**config.mk**
```make
export PLATFORM = sky130hd
export DESIGN_NAME = shift_issue_ctrl
export DESIGN_NICKNAME = d
export VERILOG_FILES = /design/src/rtl/shift_pkg.sv /design/src/rtl/thumb_shift_decode.sv /design/src/rtl/shift_issue_ctrl.sv
export SDC_FILE = /design/constraint.sdc
export NUM_CORES = 1
export LEC_CHECK = 0
export CORE_UTILIZATION = 44
export DETAILED_ROUTE_END_ITERATION = 7
export MAX_ROUTING_LAYER = met4
export PLACE_DENSITY_LB_ADDON = 0.15
export SETUP_SLACK_MARGIN = 0.05
export SYNTH_ARGS = -nofsm -noshare
export SYNTH_HDL_FRONTEND = slang
export SYNTH_SLANG_ARGS = --single-unit
```
**constraint.sdc**
```tcl
create_clock -name clk -period 5.4 [get_ports clk]
set_input_delay 0.54 -clock clk [delete_from_list [all_inputs] [get_ports clk]]
set_output_delay 0.54 -clock clk [all_outputs]
set_load 0.05 [all_outputs]
```
**src/rtl/shift_pkg.sv**
```systemverilog
// shift_pkg: encodings, FSM states and decode record shared by the shift issue controller.
package shift_pkg;
  localparam logic [1:0] ST_LSL = 2'b00;
  localparam logic [1:0] ST_LSR = 2'b01;
  localparam logic [1:0] ST_ASR = 2'b10;
  localparam logic [2:0] OP_IMM_SHIFT = 3'b000;
  localparam logic [4:0] OP_MOV_IMM = 5'b00100;
  localparam logic [5:0] OP_DP = 6'b010000;
  localparam logic [3:0] OPC_LSL = 4'b0010;
  localparam logic [3:0] OPC_ASR = 4'b0100;
  typedef enum logic [1:0] {IDLE, READ, EXEC, WB} state_t;
  typedef enum logic [1:0] {IMM_SHIFT, MOV_IMM, REG_SHIFT, ILLEGAL} cls_t;
  typedef struct packed {
    cls_t cls;
    logic [1:0] stype;
    logic [2:0] ra;
    logic [2:0] rb;
    logic [2:0] rd;
    logic [7:0] imm;
  } dec_t;
endpackage

```
**src/rtl/thumb_shift_decode.sv**
```systemverilog
// thumb_shift_decode: combinational Thumb decode into shift/move class, stype, registers and immediate.
module thumb_shift_decode
  import shift_pkg::*;
(
  input  logic [15:0] inst,
  output dec_t        dec
);
  always_comb begin
    dec = '0;
    dec.cls = ILLEGAL;
    if (inst[15:13] == OP_IMM_SHIFT && inst[12:11] != 2'b11) begin
      dec.cls = IMM_SHIFT;
      dec.stype = inst[12:11];
      dec.ra = inst[5:3];
      dec.rd = inst[2:0];
      // LSR/ASR #0 encodes a full 32-bit shift
      dec.imm = (inst[10:6] == 5'd0 && inst[12:11] != ST_LSL) ? 8'd32 : {3'b000, inst[10:6]};
    end else if (inst[15:11] == OP_MOV_IMM) begin
      dec.cls = MOV_IMM;
      dec.rd = inst[10:8];
      dec.imm = inst[7:0];
    end else if (inst[15:10] == OP_DP && inst[9:6] >= OPC_LSL && inst[9:6] <= OPC_ASR) begin
      dec.cls = REG_SHIFT;
      dec.stype = 2'(inst[9:6] - OPC_LSL);
      dec.ra = inst[2:0];
      dec.rb = inst[5:3];
      dec.rd = inst[2:0];
    end
  end
endmodule

```
**src/rtl/shift_issue_ctrl.sv**
```systemverilog
// shift_issue_ctrl: four-state issue FSM feeding the shift unit and owning the NZC flags.
module shift_issue_ctrl
  import shift_pkg::*;
(
  input  logic        clk,
  input  logic        rst,
  input  logic        inst_valid,
  output logic        inst_ready,
  input  logic [15:0] inst,
  output logic [2:0]  rf_raddr_a,
  output logic [2:0]  rf_raddr_b,
  input  logic [31:0] rf_rdata_a,
  input  logic [31:0] rf_rdata_b,
  output logic        sh_en,
  output logic        sh_s,
  output logic [31:0] sh_rm,
  output logic [7:0]  sh_operand2,
  output logic [1:0]  sh_stype,
  output logic        sh_carry_in,
  output logic        sh_zero_in,
  output logic        sh_neg_in,
  input  logic [31:0] sh_rd,
  input  logic        sh_carry_out,
  input  logic        sh_zero_out,
  input  logic        sh_neg_out,
  output logic        rf_we,
  output logic [2:0]  rf_waddr,
  output logic [31:0] rf_wdata,
  output logic        flag_n,
  output logic        flag_z,
  output logic        flag_c,
  output logic        done,
  output logic        illegal
);
  state_t state, nxt;
  dec_t d, q;
  logic unused_rdata_b;
  assign unused_rdata_b = ^rf_rdata_b[31:8];
  thumb_shift_decode u_dec (.inst(inst), .dec(d));
  always_comb begin
    nxt = state == IDLE ? ((inst_valid && d.cls != ILLEGAL) ? READ : IDLE) :
          state == READ ? EXEC : state == EXEC ? WB : IDLE;
    inst_ready = state == IDLE;
    sh_en = state == EXEC;
    rf_we = state == WB;
    done = state == WB;
    rf_raddr_a = q.ra;
    rf_raddr_b = q.rb;
    sh_carry_in = flag_c;
    sh_zero_in = flag_z;
    sh_neg_in = flag_n;
  end
  always_ff @(posedge clk or posedge rst) begin
    if (rst) begin
      state <= IDLE;
      q <= '0;
      illegal <= 1'b0;
      sh_s <= 1'b0;
      sh_rm <= '0;
      sh_operand2 <= '0;
      sh_stype <= '0;
      rf_waddr <= '0;
      rf_wdata <= '0;
      flag_n <= 1'b0;
      flag_z <= 1'b0;
      flag_c <= 1'b0;
    end else begin
      state <= nxt;
      illegal <= state == IDLE && inst_valid && d.cls == ILLEGAL;
      if (state == IDLE && inst_valid) q <= d;
      if (state == READ) begin
        sh_s <= 1'b1;
        sh_stype <= q.stype;
        sh_rm <= q.cls == MOV_IMM ? {24'd0, q.imm} : rf_rdata_a;
        sh_operand2 <= q.cls == REG_SHIFT ? rf_rdata_b[7:0] : (q.cls == MOV_IMM ? 8'd0 : q.imm);
      end
      // flags land with the captured result so they are visible alongside rf_we
      if (state == EXEC) begin
        rf_waddr <= q.rd;
        rf_wdata <= sh_rd;
        flag_n <= sh_neg_out;
        flag_z <= sh_zero_out;
        flag_c <= q.cls == MOV_IMM ? flag_c : sh_carry_out;
      end
    end
  end
endmodule

```
# Word level (Yosys, flattened, before mapping)
# Cells that the tools add are included.
# totals
regBits	105
input_bits	118
output_inout_bits	95
word_cells	59
# op_classes
add_sub_neg	1
order_cmp	2
eq_ne	10
n_mux	16
bitwise	1
reduce_logical	12
# op_table
cell	count
$mux W32	1
$mux W8	4
$mux W12	1
$mux W11	1
$eq A2 B2 Y1 const B	4
$mux W2	4
$logic_and A1 B1 Y1	7
$mux W7	1
$eq A6 B5 Y1 const B	1
$mux W3	2
$mux W6	1
$eq A5 B3 Y1 const B	1
$logic_not A5 Y1	1
$eq A2 B1 Y1 const B	2
$ge A4 B2 Y1 const B	1
$le A4 B3 Y1 const B	1
$ne A2 B2 Y1 const B	2
$logic_not A3 Y1	1
$logic_not A2 Y1	1
$reduce_and A2 Y1	1
$reduce_bool A2 Y1	1
$sub A2 B2 Y2 const B	1
$mux W1	1
$not A1 Y1	1

# Longest topological paths before layout
# Gate-level depths: netlist of run 1.
# depth
depth_word	10
mapped_depth	7
mapped_depth_nobuf	5

# By module
# Synthesis of run 1 repeated with hierarchy kept, for this count alone.
# hier_totals
hier_cells	381
hier_area_um2	4688.2
# modules_own_cells
module	instances	cells_each	area_per_inst_um2	seq_area_each_um2
shift_issue_ctrl	1	343	4351.7	2627.5
thumb_shift_decode	1	38	336.6	0.0

# Worst setup path after synthesis of run 1
# Ideal clock, no wire load.
# synth_timing
path_kind	flip-flop to flip-flop
startpoint	register state[0]
endpoint	register rf_wdata[0]
setup_time_ps	125
arrival_ps	1798
required_time_ps	5275
path_slack_ps	3478
path_stages_with_launch	6
path_buffers	2
period_less_slack_ps	1922
cell_sequence	dfrtp_1 inv_1 ha_1 buf_2 buf_2 mux2_2
# synth_between
elab_chain_len	1
# synth_rtl
item	line_no	source
start, declared	shift_issue_ctrl.sv:35	state_t state, nxt;
start signal, assigned	shift_issue_ctrl.sv:68	state <= nxt;
$eq A2 B2 Y1	-	
named net sh_en	shift_issue_ctrl.sv:14	output logic sh_en,
end signal, assigned	shift_issue_ctrl.sv:80	rf_wdata <= sh_rd;
end, declared	shift_issue_ctrl.sv:28	output logic [31:0] rf_wdata,
# The timed path passes the listed nets, and every way through them passes these cells.
# A chain may end at the register's enable or synchronous reset.

# Final worst setup path of run 1
# layout_timing
startpoint	register state[0]
endpoint	output port sh_en
# layout_between
elab_chain_len	1
# layout_rtl
item	line_no	source
$eq A2 B2 Y1	shift_issue_ctrl.sv:44	sh_en = state == EXEC;
end, declared	shift_issue_ctrl.sv:14	
# No other way between the ends.

==> metrics.yaml, run 1 <==
status: "complete, no violations"
p_leak_nw: 2.73
maxSlewViolCount: 0
finalSetupTns_ps: 0
ys_seq_area_share_pct: 58.1
area_delta_synth_final_pct: 45.2
synth_top_area_share_pct: 58.1
fillCellCount: 755
ys_warn_count: 0
post_cts_buffers: 0
setup_violations: 0
utilization_pct: 66.5
drtIter0Drc: 70
portBuffers: 188
cts_num_sinks: 105
clock_skew_ps: 15.6
postRouteAntennaNets: 0
critPathMaxStageDelay_ps: 950
maxClockFrequency_mhz: 315
async_reset_ff_share_pct: 100
start_util_pct: 45.8
cts_hold_buffers: 0
finalWirelength_mm: 11.1
tightest_slew_ps: 1010
syn-cell-area_um2: 4520
finalNetCount: 693
synthesis.nets: 529
root_buffer: "clkbuf_8"
fin_ws_ps: 2230
crit_arrival_ps: 2630
ios: 213
critPathCaptureType: "output pin"
synth_flop_cell: "dfrtp_1"
overflow: 0
die_w_um: 103
routedWlPerCell_um: 15.6
powerDensity_nw_per_um2: 706
finalHoldViolCount: 0
post_drt_via_cell_ratio: 5.05
syn_inst: 407
period_needed_ps: 3170
dr.pass1.iters: 4
htree_levels: 3
clkTransAtPathRegs_ps: 100
slowest_stage: "clkdlybuf4s50_1"
cts_buffers: 9
ctsResizeCount: 0
gp_congestion: 0.814
dp_hpwl_mm: 8.03
ctsLongestPathBuffers: 2
grt_pass1_wl_mm: 16.7
min-delay-path-class: "register to register"
grtUsageTotal_pct: 21.4
vias: 3582
drc: 0
synth_edf_count: 0
rows: 36
clk_latency_ps: 370
core_area_um2: 9860
post-place-ws_ps: 2610
critPathLaunchType: "register"
die_y_um: 103
synth_seq_cells: 105
drive_gt1_share_pct: 12.0
ir_drop_v: 0.000405
n_antenna_cell: 0
maxCapViolCount: 0
avgSynthCellArea_um2: 11.1
maxSlewHeadroom_pct: 32.8
synth_area_leaders: "dfrtp_1 58%, mux2_2 11%, nor2_1 3.7%, o22ai_1 3.5%, nand2_1 3.2%"
cp_max_fo: 39
worst_ep_required_time_ps: 4860
finalCritPeriodShare_pct: 58.8
tritoncts: "built"
yosysTopAreaCell: "dfrtp_1"
grt_pass1_vias: 3381
cp_cell_sequence: "inv_1, ha_2, clkdlybuf4s50_1"
rsz0062_at_grt: "false"
dieArea_um2: 10700
grt_max_degree: 84
seq_area_um2: 2630
synth_cell_types: 32
multiInputGateArea_um2: 1580
crit_type: "register to output pin"
antenna_found_initial: 0
==> synth_stat cells (3+ instances only) <==
library cell  instances
buf_4                10
nor2_1               44
a21oi_1              26
clkbuf_1             11
mux2_2               44
a22oi_1               3
nor3b_1               4
nand3_1               5
mux2i_1               9
o21ai_2               3
nor3_1                5
o22ai_1              25
ha_1                  4
buf_6                 3
dfrtp_1             105
a221oi_1             10
nand2_1              38
buf_2                 9
buf_1                 5
inv_1                29
==> critical path, delay by kind of cell (launching register included) <==
kind / cells / cell delay, ps
DFF: 1 / 420
adders and majority gates: 1 / 790
buffers and inverters: 2 / 1040
==> flip-flops by register name, indices dropped and copies added, names as in the netlist, 2 cells and up <==
| name | flops |
|---|---|
| rf_waddr | 3 |
| rf_raddr_b | 3 |
| state | 2 |
| sh_rm | 32 |
| q | 15 |
| sh_stype | 2 |
| rf_raddr_a | 3 |
| rf_wdata | 32 |
| sh_operand2 | 8 |
==> metal layers <==
metal	global-route usage, %	vias up	part of all wire (%)
met4	10.7	0	2.7
li1	-	1717	-
met3	4.77	24	5.6
met5	-	-	0
met1	26.1	1713	43
met2	33.6	128	49
==> power by group <==
part | switching, mW | leakage [nW] | internal (mW)
clock | 0.251 | 0.0867 | 0.193
sequential | 0.224 | 1.26 | 1.15
combinational | 1.79 | 1.39 | 1.02
==> cell families (layout without fill, tap and decap cells) <==
kind of cell             after synthesis  in the layout  share of synthesized area (%)
buffers and inverters                 67            236                           7.14
multiplexers                          53             53                           13.0
AO/OA/AOI/OAI                         74             74                           10.8
adder cells (fa/ha/maj)                4              4                           1.11
AND/OR/NAND/NOR                      104            104                           9.83
flip-flops                           105            105                           58.1
==> metrics by stage <==
step                      total power, mW  cells  hold slack (ps)  instance area [µm²]
after floorplan                      3.33    407              440                 4520
after global placement               4.17    693              451                 6390
after detailed placement             4.23    693              455                 6390
after CTS                            4.68    709              478                 6560
after global routing                 4.89    709              507                 6560
final                                4.63    709              478                 6560
==> cell type report <==
class	instances	share of cell area [%]
Tap cell	133	2.54
Clock buffer	14	2.48
Multi-Input combinational cell	235	24.0
Clock inverter	2	0.191
Inverter	29	1.70
Sequential cell	105	40.0
Timing Repair Buffer	191	29.0
==> layout by cell type (no fill, tap or decap), drive strengths merged, types with 3 or more instances in the layout <==
cell type      instances
clkdlybuf4s50        188
dfrtp                105
mux2                  44
nor2                  44
nand2                 38
inv                   29
a21oi                 26
o22ai                 25
clkbuf                14
a221oi                10
mux2i                  9
nor3                   5
nand3                  5
o21ai                  5
nor3b                  4
ha                     4
a22oi                  3
buf                    3
==> final timing paths <==
| path | startpoint | to | slack, ps | depth (start not counted) |
|---|---|---|---|---|
| setup / recovery | state[0] | sh_en | 2230 | 3 |
| hold / removal | sh_s | sh_s | 480 | 1 |
| setup reg to reg | state[0] | flag_c | 3320 | 5 |
| hold reg to reg | sh_s | sh_s | 480 | 1 |
| max in group asynchronous | rst | sh_stype[1] | 3630 | 3 |
| min in group asynchronous | rst | rf_wdata[17] | 630 | 2 |
Note: power is estimated with default switching activity, not from simulation.
==> inputs of run 2 (changes only) <==
- CORE_UTILIZATION: 44 -> 37
- clock period: 5.4 -> 2.8 ns (I/O delays scaled with it)
==> run 2 against run 1 <==
Compared with the run above: total power increased by 100%; global-route usage decreased by 1.6 points; non-clock buffer count up 4; via count barely moved; sequential power up 94%; sequential share of layout area is 1.2 points lower; combinational power up 93%; count of clock-buffer cells in the layout fell by 2; clock skew shrank 11 ps; critical path depth did not move; highest routed layer unchanged; die area up 19%.
==> metrics.yaml, run 2 (same netlist as run 1, synthesis figures left out) <==
drtIter0Drc: 235  # +240%
start_util_pct: 37.8  # -8.0 points
place_area_um2: 6460  # +1.2%
setup_violations: 0  # unchanged
finalCritPeriodShare_pct: 82.3
ctsResizeCount: 0  # unchanged
ios: 213  # unchanged
maxSlewViolCount: 0  # unchanged
drc: 0  # unchanged
min-delay-path-class: "input pin to asynchronous set/reset pin"
finalSetupTns_ps: 0  # unchanged
cp_max_fo: 9  # -77%
vias: 3583  # +0.028%
clkTransAtPathRegs_ps: 70  # -30 ps
grt_pass1_vias: 3567  # +5.5%
clock_skew_ps: 4.80  # -10.8 ps
rows: 40  # +11%
r2r_slack_ps: 930  # -2390 ps
final_common_cell: "clkdlybuf4s50_1"
overflow: 0  # unchanged
critPathCaptureType: "output pin"
core_area_um2: 12000  # +21%
dieArea_um2: 12700  # +19%
dp_cells: 711  # +2.6%
portBuffers: 188  # unchanged
grt_pass1_wl_mm: 18.8  # +12%
postRouteAntennaNets: 0  # unchanged
root_buffer: "clkbuf_16"
post_cts_buffers: 0  # unchanged
finalHoldViolCount: 0  # unchanged
ir_drop_v: 0.000790  # +95%
rsz0062_at_grt: "false"
dp_hpwl_mm: 8.12  # +1.2%
crit_arrival_ps: 2030  # -600 ps
powerDensity_nw_per_um2: 1400  # +98%
grtUsageTotal_pct: 19.8  # -1.6 points
dr.pass1.iters: 5  # +1
grt_max_degree: 82  # -2.4%
routedWlPerCell_um: 15.7  # +0.62%
gp_congestion: 0.838  # +3.0%
drive_gt1_share_pct: 12.6  # +0.63 points
period_needed_ps: 2310
maxSlewHeadroom_pct: 45.2  # +12 points
tritoncts: "built"
status: "complete, no violations"
ctsLongestPathBuffers: 2  # unchanged
die_y_um: 113  # +8.9%
tightest_slew_ps: 820  # -188 ps
finalWirelength_mm: 11.4  # +3.0%
crit_type: "register to output pin"
reg_top3: "rf_wdata (32), sh_rm (32), q (15)"
die_w_um: 113  # +8.9%
finalInstanceArea_um2: 6770  # +3.2%
clk_latency_ps: 350  # -20 ps
area_delta_synth_final_pct: 49.8
maxClockFrequency_mhz: 434
maxCapViolCount: 0  # unchanged
post_drt_via_cell_ratio: 4.94  # -2.3%
finalNetCount: 697  # +0.58%
cts_num_sinks: 105  # unchanged
layout_common_cells: "188 x clkdlybuf4s50_1, 105 x dfrtp_1, 44 x mux2_2, 44 x nor2_1, 38 x nand2_1"
cts_buffers: 9  # unchanged
antenna_found_initial: 0  # unchanged
critPathLaunchType: "register"
p_leak_nw: 2.83  # +3.3%
cts_hold_buffers: 0  # unchanged
worst_ep_required_time_ps: 2520  # -2340 ps
fin_cells: 726  # +2.4%
n_antenna_cell: 0  # unchanged
finalPower_mw: 9.45  # +100%
htree_levels: 3  # unchanged
run 2: changes by cell type in the layout (fill, tap and decap cells not counted), sizes merged:
cell | before | now
buf | 3 | 7
bufinv | 0 | 2
clkbuf | 14 | 12
inv | 29 | 28
run 2: per-stage QoR:
step / setup WS [ps] / utilization (%) / hold WS (ps)
after floorplan: 878 / - / 404
after global placement: 756 / 54.0 / 450
after detailed placement: 660 / 54.0 / 461
after CTS: 467 / 56.6 / 447
after global routing: 388 / 56.6 / 492
final: 495 / 56.6 / 420
run 2: critical path: stages (launching register included):
cell and delay (ps):
dfrtp_1 400, inv_1 90, ha_2 320, clkdlybuf4s50_1 860
run 2: per-layer routing:
| layer | GRT usage, % | share of wire (%) | vias up |
|---|---|---|---|
| met4 | 7.20 | 1.2 | 0 |
| li1 | - | - | 1729 |
| met3 | 4.21 | 5.6 | 12 |
| met5 | - | 0 | - |
| met1 | 26.6 | 46 | 1712 |
| met2 | 29.6 | 47 | 130 |
run 2: path summary, 6_finish.rpt:
path,startpoint,end,depth (start not counted)
setup / recovery,state[0],sh_en,3
hold / removal,rst,sh_rm[7],2
setup reg to reg,state[0],q[2],5
hold reg to reg,rf_raddr_b[0],rf_raddr_b[0],2
max in group asynchronous,rst,rf_wdata[14],3
min in group clk,rf_raddr_b[0],rf_raddr_b[0],2
run 2: cell type report:
cell class                 count  area, µm²
timing repair buffer         195       1960
clock inverter                 3       65.1
inverter                      29        113
multi-input combinational    235       1580
tap                          147        184
fill                        1050       5190
clock buffer                  12        246
sequential                   105       2630
run 2: report_power, final:
part	total (mW)	internal, mW	switching, mW
logic	5.43	1.97	3.46
clock network	1.34	0.802	0.535
registers	2.68	2.23	0.447
==> inputs of run 3 (changes only) <==
- clock period: 2.8 -> 2.1 ns (I/O delays scaled with it)
==> run 3 against run 2 <==
Compared with the run above: cell count is 1.2% higher; via count is 0.28% higher; first-iteration DRC count is 36% lower; sequential cell count stayed put; largest cell class unchanged; sequential power is 31% higher; largest power group unchanged; highest routed layer unchanged.
==> metrics.yaml, run 3 (same netlist as run 1, synthesis figures left out) <==
post_cts_buffers: 0  # unchanged
dieArea_um2: 12700  # unchanged
min-delay-path-class: "input pin to asynchronous set/reset pin"
setup_violations: 0  # unchanged
rsz0062_at_grt: "false"
slowest_stage: "clkdlybuf4s50_1"
maxSlewViolCount: 0  # unchanged
rows: 40  # unchanged
maxSlewHeadroom_pct: 57.4  # +12 points
drive_gt1_share_pct: 14.5  # +1.8 points
ios: 213  # unchanged
antenna_found_initial: 0  # unchanged
n_antenna_cell: 0  # unchanged
area_delta_synth_final_pct: 51.8
place_area_um2: 6570  # +1.6%
critPathTopFamily: "buffers and inverters"
crit_arrival_ps: 1740  # -290 ps
p_leak_nw: 2.87  # +1.7%
grtUsageTotal_pct: 19.1  # -0.67 points
drc: 0  # unchanged
clock_skew_ps: 8.38  # +3.58 ps
routedWlPerCell_um: 15.5  # -1.6%
finalInstanceArea_um2: 6860  # +1.3%
finalSetupTns_ps: 0  # unchanged
finalWirelength_mm: 11.4  # -0.33%
portBuffers: 188  # unchanged
start_util_pct: 37.8  # unchanged
cts_buffers: 9  # unchanged
finalNetCount: 705  # +1.1%
critical_path_buf_inv_count: 1  # -1
cts_hold_buffers: 0  # unchanged
clkTransAtPathRegs_ps: 70  # about the same
grt_max_degree: 84  # +2.4%
dr.pass1.iters: 4  # -1
drtIter0Drc: 150  # -36%
maxClockFrequency_mhz: 514
layout_common_cells: "186 x clkdlybuf4s50_1, 105 x dfrtp_1, 44 x mux2_2, 44 x nor2_1, 38 x nand2_1"
grt_pass1_vias: 3429  # -3.9%
ctsLongestPathBuffers: 2  # unchanged
final_common_cell: "clkdlybuf4s50_1"
tritoncts: "built"
die_y_um: 113  # unchanged
grt_pass1_wl_mm: 18.1  # -3.6%
htree_levels: 3  # unchanged
clk_latency_ps: 350  # about the same
vias: 3593  # +0.28%
status: "complete, no violations"
tightest_slew_ps: 638  # -183 ps
overflow: 0  # unchanged
cp_cell_sequence: "ha_1, clkdlybuf4s50_1"
period_needed_ps: 1950
finalCritPeriodShare_pct: 92.7
post_drt_via_cell_ratio: 4.89  # -0.95%
finalHoldViolCount: 0  # unchanged
ctsResizeCount: 0  # unchanged
gp_congestion: 0.872  # +4.0%
maxCapViolCount: 0  # unchanged
powerDensity_nw_per_um2: 1840  # +32%
dp_hpwl_mm: 8.20  # +0.90%
core_area_um2: 12000  # unchanged
critPathMaxStageDelay_ps: 810  # -50 ps
ir_drop_v: 0.000988  # +25%
crit_type: "register to output pin"
worst_ep_required_time_ps: 1890  # -630 ps
reg_top3: "rf_wdata (32), sh_rm (32), q (15)"
postRouteAntennaNets: 0  # unchanged
critPathCaptureType: "output pin"
cp_max_fo: 3  # -6
cts_num_sinks: 105  # unchanged
root_buffer: "clkbuf_16"
die_w_um: 113  # unchanged
critPathLaunchType: "register"
## run 3: cell types whose count changed in the layout (fill, tap and decap cells not counted), sizes merged
cell	delta
buf	+10
bufinv	-1
clkbuf	-1
clkdlybuf4s50	-2
clkinv	+1
clkinvlp	+2
## run 3: stage by stage
step	hold slack, ps	setup slack, ps	power [mW]	util (%)	std cells
3_3_place_gp	454	316	10.9	54.9	719
5_1_grt	328	77.5	13.3	57.4	735
6_report	285	153	12.6	57.4	735
3_5_place_dp	459	304	11.0	54.9	719
4_1_cts	296	116	12.8	57.4	735
2_1_floorplan	334	178	8.57	-	407
## run 3: worst reg2reg max path: cells and delay by family, from the launching register on
kind	cells	cell delay, ps
buf+inv	2	430
flops	1	400
simple gates	1	390
compound gates	1	250
fa+ha+maj	1	210
## run 3: worst paths after layout
kind,cells past startpoint,end,slack (ps),startpoint
max,2,rf_we,150,state[0]
min,2,sh_stype[0],280,rst
max reg2reg,5,q[19],310,state[0]
min reg2reg,2,rf_raddr_b[0],470,rf_raddr_b[0]
max in group asynchronous,3,rf_wdata[31],1270,rst
min in group clk,3,sh_rm[31],410,rf_rdata_a[31]
## run 3: metal layers
layer	wire length [µm]	part of all wire, %	vias up	track usage [%]
met5	0	0	-	-
li1	-	-	1743	-
met3	580	5.1	11	3.83
met4	176	1.5	0	7.20
met2	5380	47	116	28.7
met1	5230	46	1723	25.6
## run 3: report_power, final
| group | switching [mW] | internal, mW | total, mW |
|---|---|---|---|
| combinational | 4.69 | 2.74 | 7.44 |
| sequential | 0.525 | 2.97 | 3.50 |
| clock | 0.733 | 0.953 | 1.69 |
## run 3: final cells by class
cell class	instances	area, µm²
multi-input combinational	235	1580
sequential	105	2630
clock inverter	5	55.1
fill	1073	5100
tap	147	184
timing repair buffer	203	2060
clock buffer	11	243
inverter	29	113
